### src/rtl/adder_arb.sv
// ----------------------------------------------------------------------------
// adder_arb
//
// Round-robin scheduler that shares one registered W-bit adder among NREQ
// requesters. A winner is picked in IDLE by scanning req_valid from rr_ptr,
// its operands are latched, the sum is registered in ADD, and the tagged
// result is offered in RESP until the consumer accepts it. One operation is
// in flight at a time.
//
// Optional feature macro: ADDER_ARB_COUT_EN
//   defined   -> carry out of the add is registered and driven on rsp_cout
//   undefined -> rsp_cout port and carry register are absent, sum wraps
//
// Ports:
//   clk        in   clock, rising edge
//   reset      in   asynchronous active-low reset
//   req_valid  in   [NREQ]    per-requester operand-pair valid
//   req_ready  out  [NREQ]    one-hot grant (IDLE only) or zero
//   req_a      in   [NREQ*W]  operand a, requester i at [i*W +: W]
//   req_b      in   [NREQ*W]  operand b, same packing
//   rsp_valid  out            response available (RESP state)
//   rsp_ready  in             consumer accepts response
//   rsp_id     out  [IDW]     requester index owning the response
//   rsp_sum    out  [W]       (a + b) mod 2^W
//   busy       out            FSM not in IDLE
//   rsp_cout   out            carry out (ADDER_ARB_COUT_EN only)
// ----------------------------------------------------------------------------
module adder_arb #(
    parameter int unsigned W    = 32,
    parameter int unsigned NREQ = 4,
    parameter int unsigned IDW  = 2
) (
    input  logic              clk,
    input  logic              reset,
    input  logic [NREQ-1:0]   req_valid,
    output logic [NREQ-1:0]   req_ready,
    input  logic [NREQ*W-1:0] req_a,
    input  logic [NREQ*W-1:0] req_b,
    output logic              rsp_valid,
    input  logic              rsp_ready,
    output logic [IDW-1:0]    rsp_id,
    output logic [W-1:0]      rsp_sum,
`ifdef ADDER_ARB_COUT_EN
    output logic              rsp_cout,
`endif
    output logic              busy
);

    typedef enum logic [1:0] {
        ST_IDLE = 2'd0,
        ST_ADD  = 2'd1,
        ST_RESP = 2'd2
    } state_t;

    state_t         state_q,  state_d;
    logic [W-1:0]   reg_a_q,  reg_a_d;
    logic [W-1:0]   reg_b_q,  reg_b_d;
    logic [W-1:0]   reg_s_q,  reg_s_d;
    logic [IDW-1:0] reg_id_q, reg_id_d;
    logic [IDW-1:0] rr_ptr_q, rr_ptr_d;
`ifdef ADDER_ARB_COUT_EN
    logic           reg_c_q,  reg_c_d;
    logic [W:0]     sum_full;
`else
    logic [W-1:0]   sum_full;
`endif

    logic            found;
    logic [IDW-1:0]  grant_idx;
    logic [NREQ-1:0] grant_vec;
    logic            transfer;
    int unsigned     scan_idx;

    // Rotating priority scan: offset k from rr_ptr, wrapped without a modulo
    // so non-power-of-two NREQ works.
    always_comb begin
        found     = 1'b0;
        grant_idx = '0;
        scan_idx  = 0;
        for (int unsigned k = 0; k < NREQ; k++) begin
            scan_idx = 32'(rr_ptr_q) + k;
            if (scan_idx >= NREQ) begin
                scan_idx = scan_idx - NREQ;
            end
            if (!found && req_valid[scan_idx[IDW-1:0]]) begin
                found     = 1'b1;
                grant_idx = scan_idx[IDW-1:0];
            end
        end
        grant_vec = found ? ({{(NREQ-1){1'b0}}, 1'b1} << grant_idx) : '0;
    end

    // Gated by reset so the grant reads zero while reset is asserted.
    assign req_ready = (state_q == ST_IDLE && reset) ? grant_vec : '0;
    assign transfer  = |(req_valid & req_ready);

`ifdef ADDER_ARB_COUT_EN
    assign sum_full = {1'b0, reg_a_q} + {1'b0, reg_b_q};
`else
    assign sum_full = reg_a_q + reg_b_q;
`endif

    always_comb begin
        state_d  = state_q;
        reg_a_d  = reg_a_q;
        reg_b_d  = reg_b_q;
        reg_s_d  = reg_s_q;
        reg_id_d = reg_id_q;
        rr_ptr_d = rr_ptr_q;
`ifdef ADDER_ARB_COUT_EN
        reg_c_d  = reg_c_q;
`endif
        case (state_q)
            ST_IDLE: begin
                if (transfer) begin
                    reg_a_d  = req_a[32'(grant_idx)*W +: W];
                    reg_b_d  = req_b[32'(grant_idx)*W +: W];
                    reg_id_d = grant_idx;
                    rr_ptr_d = (32'(grant_idx) == NREQ - 1) ? '0 : grant_idx + 1'b1;
                    state_d  = ST_ADD;
                end
            end
            ST_ADD: begin
                reg_s_d = sum_full[W-1:0];
`ifdef ADDER_ARB_COUT_EN
                reg_c_d = sum_full[W];
`endif
                state_d = ST_RESP;
            end
            ST_RESP: begin
                if (rsp_ready) begin
                    state_d = ST_IDLE;
                end
            end
            default: state_d = ST_IDLE;
        endcase
    end

    always_ff @(posedge clk or negedge reset) begin
        if (!reset) begin
            state_q  <= ST_IDLE;
            reg_a_q  <= '0;
            reg_b_q  <= '0;
            reg_s_q  <= '0;
            reg_id_q <= '0;
            rr_ptr_q <= '0;
`ifdef ADDER_ARB_COUT_EN
            reg_c_q  <= 1'b0;
`endif
        end else begin
            state_q  <= state_d;
            reg_a_q  <= reg_a_d;
            reg_b_q  <= reg_b_d;
            reg_s_q  <= reg_s_d;
            reg_id_q <= reg_id_d;
            rr_ptr_q <= rr_ptr_d;
`ifdef ADDER_ARB_COUT_EN
            reg_c_q  <= reg_c_d;
`endif
        end
    end

    assign rsp_valid = (state_q == ST_RESP);
    assign rsp_id    = reg_id_q;
    assign rsp_sum   = reg_s_q;
    assign busy      = (state_q != ST_IDLE);
`ifdef ADDER_ARB_COUT_EN
    assign rsp_cout  = reg_c_q;
`endif

endmodule

### config.mk
export PLATFORM = sky130hd
export DESIGN_NAME = adder_arb
export DESIGN_NICKNAME = d
export VERILOG_FILES = /design/src/rtl/adder_arb.sv
export SDC_FILE = /design/constraint.sdc
export NUM_CORES = 1
export LEC_CHECK = 0
export BUFFER_PORTS_ARGS = -buffer_cell sky130_fd_sc_hd__buf_4
export CAP_MARGIN = 20
export CORE_MARGIN = 2
export CORE_UTILIZATION = 40
export DETAILED_ROUTE_END_ITERATION = 6
export HOLD_SLACK_MARGIN = 0.08
export PLACE_DENSITY = 0.68
export SLEW_MARGIN = 20
export SYNTH_ARGS = -nofsm -noshare
export SYNTH_HDL_FRONTEND = slang
export SYNTH_SLANG_ARGS = --single-unit
### constraint.sdc
create_clock -name clk -period 3.5 [get_ports clk]
set_input_delay 0.7 -clock clk [delete_from_list [all_inputs] [get_ports clk]]
set_output_delay 0.7 -clock clk [all_outputs]
set_load 0.02 [all_outputs]
Word-level counts from Yosys, hierarchy flattened. Cells that the tools add are included.

Word-level logic and storage cells: 70. Output and inout port bits: 40. Input bits: 263. Bits in registers: 102.

Reductions and logical operators: 12. Add/sub/neg operators: 9. Equality and inequality tests: 5. Shift-type cells: 3. $lt $le $gt $ge: 8. Mux-type cells: 26. Bitwise gates (word level): 1.

Operators with widths (count): variable part select 128 x 8 -> 32 bit (2); adder 32 bit (1); two-way mux 2 bit (11); less-than comparator 2 x 3 -> 1 bit, second input constant (4); greater-or-equal comparator 3 bit, second input constant (3); binary-select mux 1 bit (select 2 bit) (4); two-way mux 1 bit (8); two-way mux 4 bit (2); subtractor 2 x 1 -> 2 bit, second input constant (4); adder 2 x 2 -> 3 bit, second input constant (2); case mux 2 bit (3 select lines) (1); bitwise AND 4 bit (1); == test 2 bit, second input constant (2); logical AND 1 bit (4); AND reduction 2 bit (2); OR reduction 4 bit (1); left shift 1 x 2 -> 4 bit, first input constant (1); adder 2 x 1 -> 3 bit, second input constant (1); greater-or-equal comparator 2 x 3 -> 1 bit, second input constant (1); logical NOT 1 bit (3); adder 2 x 1 -> 2 bit, second input constant (1); == test 2 x 1 -> 1 bit, second input constant (1); logical NOT 2 bit (1); inequality test 2 x 1 -> 1 bit, second input constant (1); 2 further kinds (2).

Logic depth before layout (Yosys ltp). Gate-level depths: netlist of the first run.

Word-level depth: 21. Mapped depth: 15. Mapped depth without buffers: 11.

Least setup slack after synthesis of the first run. Ideal clock, no wire load.

Kind: input to output. Start point: input req_valid[0]. End point: output req_ready[1]. Data required time: 2.800 ns. Stages: 8. Data arrival time: 2.411 ns. Setup slack: 0.389 ns. Buffers on the path: 3. Cells stage by stage: nor2b_1 -> o21ba_1 -> a211o_1 -> or2_1 -> clkbuf_1 -> buf_2 -> buf_2 -> nor3_1.

Longest elaborated chain between the ends: 15. Elaborated cells on any way between the ends: 25. Classes of those cells: 1 x shift; 18 x mux; 6 x reduce/logical.

Ends and longest elaborated chain: from (decl) (line 35) `input logic [NREQ-1:0] req_valid,`; binary-select mux 1 bit (select 2 bit) (line 85) `if (!found && req_valid[scan_idx[IDW-1:0]]) begin`; two-way mux 1 bit (not written as such) (line 85); two-way mux 1 bit (line 85); logical NOT 1 bit (line 85); logical AND 1 bit (line 85); two-way mux 1 bit (line 85); logical NOT 1 bit (line 85); logical AND 1 bit (line 85); two-way mux 1 bit (line 85); logical NOT 1 bit (line 85); logical AND 1 bit (line 85); two-way mux 2 bit (line 85); left shift 1 x 2 -> 4 bit (line 90) `grant_vec = found ? ({{(NREQ-1){1'b0}}, 1'b1} << grant_idx) : '0;`; two-way mux 4 bit * (line 90); two-way mux 4 bit * (line 94) `assign req_ready = (state_q == ST_IDLE && reset) ? grant_vec : '0;`; to (decl) (line 36) `output logic [NREQ-1:0] req_ready,`.

Mark *: on every way between the ends. The rest lies on a longest branch, timed or not. The select of a mux whose other input is x is not followed.

Worst setup path in the final report of the first run.
Start point: input req_valid[0]. End point: output req_ready[3].

The elaborated chain is that of the path after synthesis.

==> qor.yml, run 1 <==
outcome: "complete, no violations"
total_power_mw: 9.39
grt.busiest_layer: "met2"
synth_async_sr_flop_share: 1.00
critPathTopFamily: "simple AND/OR/NAND/NOR gates"
syn_nets: 1375
grt_max_degree: 131
grt_overflow: 0
path_clk_slew_ns: 0.06
synthMostInstantiatedCell: "nand2_1"
cellPowerDensity_nw_per_um2: 929
ys_seq_area_frac: 0.341
path_common_cell: "buf_4"
tritoncts: "yes"
fmax_mhz: 334
yosysWarnings: 0
critical_path_buf_inv_count: 3
first_pass_iters: 4
period_needed_ns: 3.00
io_pins: 303
ctsHoldBuffers: 0
synth_cells: 1079
synth.top_cell.area_share: 0.341
netlist_area_um2: 7490
detail-route-antenna-nets: 0
max-cap-violations: 0
crit_chain: "buf_4 -> nor2b_1 -> o21ba_1 -> a211o_1 -> or2_4 -> inv_4 -> ha_1 -> and2_1 -> buf_4"
vias: 7979
post-route-drc-count: 0
worstHoldPathType: "in -> async"
worstPathRequired_ns: 2.80
yosysTopAreaCell: "dfrtp_1"
final_area_um2: 10100
synth_commonest_cells: "nand2_1, nor2_1, o21ai_1, dfrtp_1, nand3_1"
cts_buffers: 9
clock_latency_ns: 0.36
cts_resized: 0
grt_pass1_vias: 7389
dr.first_iter.drc_count: 411
fp.dieArea_um2: 19800
wl_per_cell_um: 15.3
gp_congestion: 0.889
cp_max_fo: 20
floorplan.initialDensity: 0.405
grt_use_total: 0.237
worstMarginPinSlew_ns: 0.890
slew_headroom: 0.407
crit_path_max_incr_delay_ns: 0.36
antenna_found_initial: 0
diodes: 0
rsz0062_at_grt: "false"
dp_hpwl_um: 18500
crit_type: "in -> out"
syn_to_final_growth_pct: 34.8
worstPathArrival_ns: 2.30
use_met2: 0.378
gr-usage-met3: 0.0377
yosys-top-cells-area: "dfrtp_1, nand2_1, nor2_1, o21ai_1, ha_1"
slew_viol_final: 0
numPortBuffers: 302
fin_tns_setup_ns: 0
dpl-instance-area_um2: 9810
peakVddDrop_uv: 433
die_x_um: 141
grtUsageMet1: 0.336
start_kind: "input pin"
hold_violations: 0
end_kind: "output pin"
nNetsFinal: 1624
postCtsSetupBuffers: 0
clock-root-buffer: "clkbuf_16"
drive_gt1_frac: 0.256
fp.coreArea_um2: 18500
synth.distinct_cells: 58
skew_ns: 0.0103
synthFlopType: "dfrtp_1"
synth_seq_cells: 102
slowest_stage: "or2_4"
setup_viol: 0
cts_max_path_buffers: 2
via_per_inst: 5.09
std_cell_rows: 50
final_util: 0.546
syn_area_per_cell_um2: 6.94
synth_edf_count: 0
cts_sinks: 102
die_h_um: 141
cts_max_level: 3
grt_pass1_wl_um: 37500
power.leakage_nw: 5.07
fin_crit_sh: 0.856
wl_um: 24000
[state kept, by name (all words and copies together), names as in the netlist]
register and cells:
reg_a_q 32, reg_b_q 32, rr_ptr_q 2, rsp_id 2, rsp_sum 32, state_q 2
[cell usage in the layout, fill, tap and decap left out, drive strengths merged, types with 3 or more instances in the layout]
cell	netlist	final
dfrtp	102	102
clkbuf	34	12
inv	18	19
nor2b	7	7
nor3	4	4
and3	4	4
o21ai	176	176
a21boi	3	3
xor2	14	14
o31ai	3	3
nand4	5	5
o21bai	3	3
buf	36	308
nand2	257	257
a31oi	3	3
a21oi	38	38
nand2b	5	5
nand3	72	72
o21a	3	3
ha	32	32
a21o	8	8
xnor2	12	12
a211oi	3	3
o211ai	4	4
nor2	207	207
[metrics by stage]
step,hold WS (ns),cells,setup WS (ns)
6_report,0.266,1567,0.505
5_1_grt,0.298,1567,0.414
4_1_cts,0.279,1567,0.508
3_5_place_dp,0.470,1551,0.456
3_3_place_gp,0.455,1551,0.491
2_1_floorplan,0.404,1079,0.389
[path summary, 6_finish.rpt]
path	from	endpoint	slack, ns	cells past startpoint
max	req_valid[0]	req_ready[3]	0.50	9
min	reset	state_q[1]	0.27	1
max reg2reg	reg_a_q[0]	rsp_sum[30]	0.63	10
min reg2reg	rsp_sum[25]	rsp_sum[25]	0.48	2
max in group asynchronous	reset	reg_b_q[8]	2.01	2
min in group clk	rsp_sum[25]	rsp_sum[25]	0.48	2
[worst register-to-register path, cell delays in order (launching register included)]
cell and delay (ns):
dfrtp_1 0.38, ha_1 0.24, fa_1 0.42, a21oi_1 0.24
o21ai_0 0.17, a22oi_1 0.30, a32oi_2 0.24, a311oi_4 0.38
o21ai_1 0.14, xnor2_1 0.16, o21ai_1 0.07
[logic make-up (layout without fill, tap and decap cells)]
kind of cell    Yosys count  after routing  share of synthesized area
compound gates          263            263                      0.205
xor+xnor                 26             26                     0.0304
fa+ha+maj                33             33                     0.0561
buf+inv                  88            342                     0.0601
flops                   102            102                      0.341
simple gates            567            567                      0.307
[report_power, final]
part	total, mW	switching [mW]	internal (mW)
sequential	2.18	0.418	1.76
combinational	6.22	3.82	2.40
clock	0.984	0.459	0.525
[final cells by class]
class	instances	area, µm²
Clock buffer	12	256
Multi-Input combinational cell	889	4530
Clock inverter	4	30.0
Fill cell	1917	8420
Tap cell	234	293
Sequential cell	102	2550
Inverter	18	70.1
Timing Repair Buffer	308	2370
[metal layers]
metal | wire length (µm) | up-vias | share of wire
met2 | 11000 | 238 | 0.46
li1 | - | 4109 | -
met5 | 0 | - | 0
met4 | 342 | 0 | 0.014
met1 | 11400 | 3609 | 0.48
met3 | 1210 | 23 | 0.051
(Power assumes the default switching activity.)
==> run 2, diff against run 1 <==
--- a/config.mk
+++ b/config.mk
@@ -5,13 +5,13 @@
 export SDC_FILE = /design/constraint.sdc
 export NUM_CORES = 1
 export LEC_CHECK = 0
-export BUFFER_PORTS_ARGS = -buffer_cell sky130_fd_sc_hd__buf_4
 export CAP_MARGIN = 20
 export CORE_MARGIN = 2
 export CORE_UTILIZATION = 40
 export DETAILED_ROUTE_END_ITERATION = 6
+export DONT_BUFFER_PORTS = 1
 export HOLD_SLACK_MARGIN = 0.08
-export PLACE_DENSITY = 0.68
+export PLACE_DENSITY_LB_ADDON = 0.05
 export SLEW_MARGIN = 20
 export SYNTH_ARGS = -nofsm -noshare
 export SYNTH_HDL_FRONTEND = slang
==> run 2 against run 1 <==
  * Clock skew fell by 0.0045 ns
  * Clock power rose by 6%
  * Wire length fell by 4.0%
  * Die area did not move
  * First-iteration DRC count fell by 2.2%
  * Cell count fell by 19%
  * Worst setup slack improved by 0.10 ns
  * Sequential cell count did not move
  * Sequential share of layout area rose by 7.1 points
  * Critical path depth fell by 2
  * Total power fell by 4.4%
==> qor.yml, run 2 (synthesis gave the netlist of run 1 again) <==
place_ws_ns: 0.597
first_pass_iters: 5
worstPathRequired_ns: 2.80
period_needed_ns: 2.89
clock-root-buffer: "clkbuf_16"
worst_slack_ns: 0.605
final_util: 0.426
max-cap-violations: 0
rrSetupSlack_ns: 0.68
cts_max_path_buffers: 2
peakVddDrop_uv: 519
slew_viol_final: 0
vias: 6881
fmax_mhz: 345
fp.coreArea_um2: 18500
detail-route-antenna-nets: 0
postCtsSetupBuffers: 0
die_x_um: 141
final_cell_mix: "nand2_1, nor2_1, o21ai_1"
critPathTopFamily: "simple AND/OR/NAND/NOR gates"
final_common_cell: "nand2_1"
cellPowerDensity_nw_per_um2: 1140
rr_endpoint: "rsp_sum[30]"
crit_path_max_incr_delay_ns: 0.43
grt.busiest_layer: "met1"
crit_chain: "nor2b_1 -> o21ba_1 -> a211o_1 -> or2_4 -> inv_4 -> ha_1 -> and2_1"
grt_use_total: 0.230
grtUsageMet1: 0.348
clock_latency_ns: 0.35
floorplan.initialDensity: 0.405
drive_gt1_frac: 0.0397
wl_um: 23000
antenna_found_initial: 0
syn_to_final_growth_pct: 5.19
worstHoldPathType: "in -> async"
hold_violations: 0
die_h_um: 141
worstMarginPinSlew_ns: 0.595
dr.first_iter.drc_count: 402
nFillCells: 2002
use_met2: 0.334
grt_max_degree: 131
worstPathArrival_ns: 2.19
skew_ns: 0.00580
cts_max_level: 3
instances_no_fill: 1266
outcome: "complete, no violations"
start_kind: "flip-flop"
reg2reg_depth: 10
fp.dieArea_um2: 19800
ctsHoldBuffers: 1
rsz0062_at_grt: "false"
crit_type: "reg -> out"
power.leakage_nw: 3.64
critical_path_buf_inv_count: 1
setup_viol: 0
slew_headroom: 0.603
post-route-drc-count: 0
diodes: 0
r2r-start: "reg_a_q[0]"
gr-usage-met3: 0.0445
path_clk_slew_ns: 0.07
gp_congestion: 0.899
io_pins: 303
wl_per_cell_um: 18.2
end_kind: "output pin"
cts_buffers: 9
cp_max_fo: 14
dp_cells: 1249
cts_resized: 0
via_per_inst: 5.44
nNetsFinal: 1323
std_cell_rows: 50
numPortBuffers: 0
dp_hpwl_um: 17800
tritoncts: "yes"
fin_crit_sh: 0.827
grt_pass1_wl_um: 35800
cts_sinks: 102
grt_overflow: 0
slowest_stage: "dfrtp_1"
fin_tns_setup_ns: 0
grt_pass1_vias: 6609
-- run 2: worst max path at each step --
| stage | cells past startpoint | to | slack (ns) | startpoint |
|---|---|---|---|---|
| final | 7 | req_ready[3] | 0.61 | rr_ptr_q[0] |
| after global routing | 10 | rsp_sum[30] | 0.38 | reg_a_q[0] |
| after CTS | 5 | req_ready[2] | 0.59 | rr_ptr_q[1] |
| after detailed placement | 11 | reg_b_q[10] | 0.60 | req_valid[0] |
| after global placement | 11 | reg_b_q[11] | 0.65 | req_valid[0] |
| after floorplan | 8 | req_ready[1] | 0.39 | req_valid[0] |
-- run 2: metal layers --
metal / routed length (µm) / up-vias
li1: - / 3502
met1: 11500 / 3131
met2: 9920 / 226
met3: 1310 / 22
met4: 305 / 0
met5: 0 / -
-- run 2: area by class of cell --
cell class              count  area [µm²]  area share
multi-input cells         889        4530       0.574
repair buffers              7         135      0.0171
clock inverters             7        80.1      0.0102
inverters                  18        70.1     0.00889
clock buffers               9         225      0.0286
well taps                 234         293      0.0371
flip-flops and latches    102        2550       0.324
-- run 2: through the flow --
step | instance area, µm² | power, mW | hold slack (ns)
6_report | 7880 | 8.97 | 0.274
5_1_grt | 7880 | 9.87 | 0.306
4_1_cts | 7880 | 9.05 | 0.295
3_5_place_dp | 7540 | 7.94 | 0.410
3_3_place_gp | 7540 | 7.89 | 0.409
2_1_floorplan | 7490 | 6.64 | 0.404
-- run 2: worst register-to-register path, stage by stage (launching register included) --
cell and delay, ns:
dfrtp_1 0.38, ha_1 0.24, fa_1 0.42, a21oi_1 0.22, o21ai_0 0.17, a22oi_1 0.29, a32oi_2 0.23, a311oi_4 0.38
o21ai_1 0.13, xnor2_1 0.16, o21ai_1 0.07
-- run 2: report_power, final --
part | internal [mW] | total, mW | leakage [nW] | switching [mW]
clock | 0.565 | 1.04 | 0.148 | 0.479
sequential | 1.76 | 2.43 | 1.26 | 0.671
combinational | 1.99 | 5.50 | 2.23 | 3.51
==> run 3, diff against run 2 <==
==> constraint.sdc (replaced) <==
create_clock -name clk -period 2.6 [get_ports clk]
set_input_delay 0.52 -clock clk [delete_from_list [all_inputs] [get_ports clk]]
set_output_delay 0.52 -clock clk [all_outputs]
set_load 0.02 [all_outputs]
==> run 3 against run 2 <==
  * The run now ends with hold timing left
  * Sequential cell count stayed put
  * Clock skew is 0.0019 ns higher
  * Register-to-register slack worse by 0.59 ns
  * Sequential share of layout area is 1.3 points lower
  * Clock-buffer cell count is 2 higher
  * Largest power group unchanged
  * Hold slack worse by 0.42 ns
  * Design area is 4.3% higher
  * Critical path depth is 2 higher
  * Non-clock buffer count is 30 higher
  * Total power is 44% higher
  * Via count is 1.5% higher
==> qor.yml, run 3 (synthesis gave the netlist of run 1 again) <==
worstMarginPinSlew_ns: 0.594
grt_overflow: 0
post-route-drc-count: 0
whs_ns: -0.147
multiInputGateArea_um2: 4630
critPathTopFamily: "compound AO/OA/AOI/OAI gates"
violations: "hold timing"
worstHoldPathType: "in -> async"
tritoncts: "yes"
regArea_um2: 2550
fp.dieArea_um2: 19800
slew_viol_final: 0
rsz0062_at_grt: "true"
worstPathRequired_ns: 2.85
setup_viol: 0
die_x_um: 141
fp.coreArea_um2: 18500
worstPathArrival_ns: 2.76
dp_hpwl_um: 18100
floorplan.initialDensity: 0.405
clock_latency_ns: 0.36
peakVddDrop_uv: 604
end_kind: "flip-flop"
critical_path_buf_inv_count: 0
path_common_cell: "nand3_1"
std_cell_rows: 50
syn_to_final_growth_pct: 9.69
grt_use_total: 0.232
die_h_um: 141
final_cell_mix: "nand2_1, nor2_1, o21ai_1"
grt_max_degree: 131
top_layer: "met4"
skew_ns: 0.00773
cp_max_fo: 5
cts_sinks: 102
hold_violations: 102
path_clk_slew_ns: 0.07
slowest_stage: "ha_1"
dpl-instance-area_um2: 7730
io_pins: 303
detail-route-antenna-nets: 0
final_area_um2: 8220
final_common_cell: "nand2_1"
nFillCells: 1965
cellPowerDensity_nw_per_um2: 1570
dr.first_iter.drc_count: 491
numPortBuffers: 0
grt_pass1_vias: 6506
drive_gt1_frac: 0.0895
wl_um: 23600
nNetsFinal: 1353
diodes: 0
slew_headroom: 0.604
max-cap-violations: 0
fin_crit_sh: 0.964
cts_max_path_buffers: 2
wl_met2_um: 10200
worst_slack_ns: 0.0924
period_needed_ns: 2.51
first_pass_iters: 5
wl_met1_um: 11700
route.met3.wl_um: 1290
power.leakage_nw: 3.78
crit_path_max_incr_delay_ns: 0.39
vias: 6982
place_ws_ns: -0.155
clock-root-buffer: "clkbuf_16"
cts_buffers: 9
outcome: "finished, violations left"
start_kind: "flip-flop"
total_power_mw: 12.9
antenna_found_initial: 0
grt_pass1_wl_um: 36000
final_util: 0.444
wl_per_cell_um: 18.2
cts_max_level: 3
gp_congestion: 0.821
crit_chain: "ha_1 -> nand4_1 -> nor2_1 -> nand3_1 -> a21oi_1 -> o21ai_2 -> o211ai_1 -> nand3_1 -> a221o_1"
via_per_inst: 5.39
crit_type: "reg -> reg"
fmax_mhz: 399
[run 3: cell count changes in the layout (fill, tap and decap cells not counted), moves of 5 or more]
cell / delta
ha_2: +6
a21oi_2: +5
ha_1: -8
a21oi_1: -5
buf_4: +30
[run 3: per-stage QoR]
step | setup TNS [ns] | instances
floorplan | -0.733 | 1079
global placement | -0.259 | 1271
detailed placement | -0.418 | 1271
CTS | 0 | 1293
global route | -0.176 | 1296
finish | 0 | 1296
[run 3: where the power goes]
part	switching [mW]	internal, mW	total [mW]
clock network	0.625	0.873	1.50
logic	4.99	3.15	8.15
registers	0.886	2.37	3.26
[run 3: metal layers]
| layer | GRT usage | vias up |
|---|---|---|
| met3 | 0.0387 | 22 |
| met1 | 0.351 | 3160 |
| li1 | - | 3568 |
| met2 | 0.339 | 232 |
| met4 | 0.0716 | 0 |
| met5 | 0 | - |
[run 3: what timing repair did]
| item | 4_1_cts | 5_1_grt |
|---|---|---|
| gates resized for setup | 5 | 23 |
| pin swaps | 4 | 10 |
| buffers inserted | 6 | 2 |
| hold endpoints to repair | 102 | 102 |
| endpoints found under the setup margin | 5 | 17 |
| gates cloned | 0 | 1 |
[run 3: area by class of cell]
class | count | area share
Tap cell | 234 | 0.0356
Multi-Input combinational cell | 889 | 0.563
Timing Repair Buffer | 37 | 0.0425
Clock inverter | 5 | 0.0100
Inverter | 18 | 0.00853
Clock buffer | 11 | 0.0295
Sequential cell | 102 | 0.311
[run 3: path summary, 6_finish.rpt]
path                       slack (ns)          end  cells past startpoint       start
min reg2reg                      0.49   reg_b_q[8]                      2  reg_b_q[8]
min in group clk                 0.26   state_q[1]                      1   rsp_ready
max                              0.09  rsp_sum[29]                      9  reg_a_q[8]
max reg2reg                      0.09  rsp_sum[29]                      9  reg_a_q[8]
max in group asynchronous        2.51  reg_a_q[19]                      0       reset
min                             -0.15  reg_b_q[27]                      0       reset
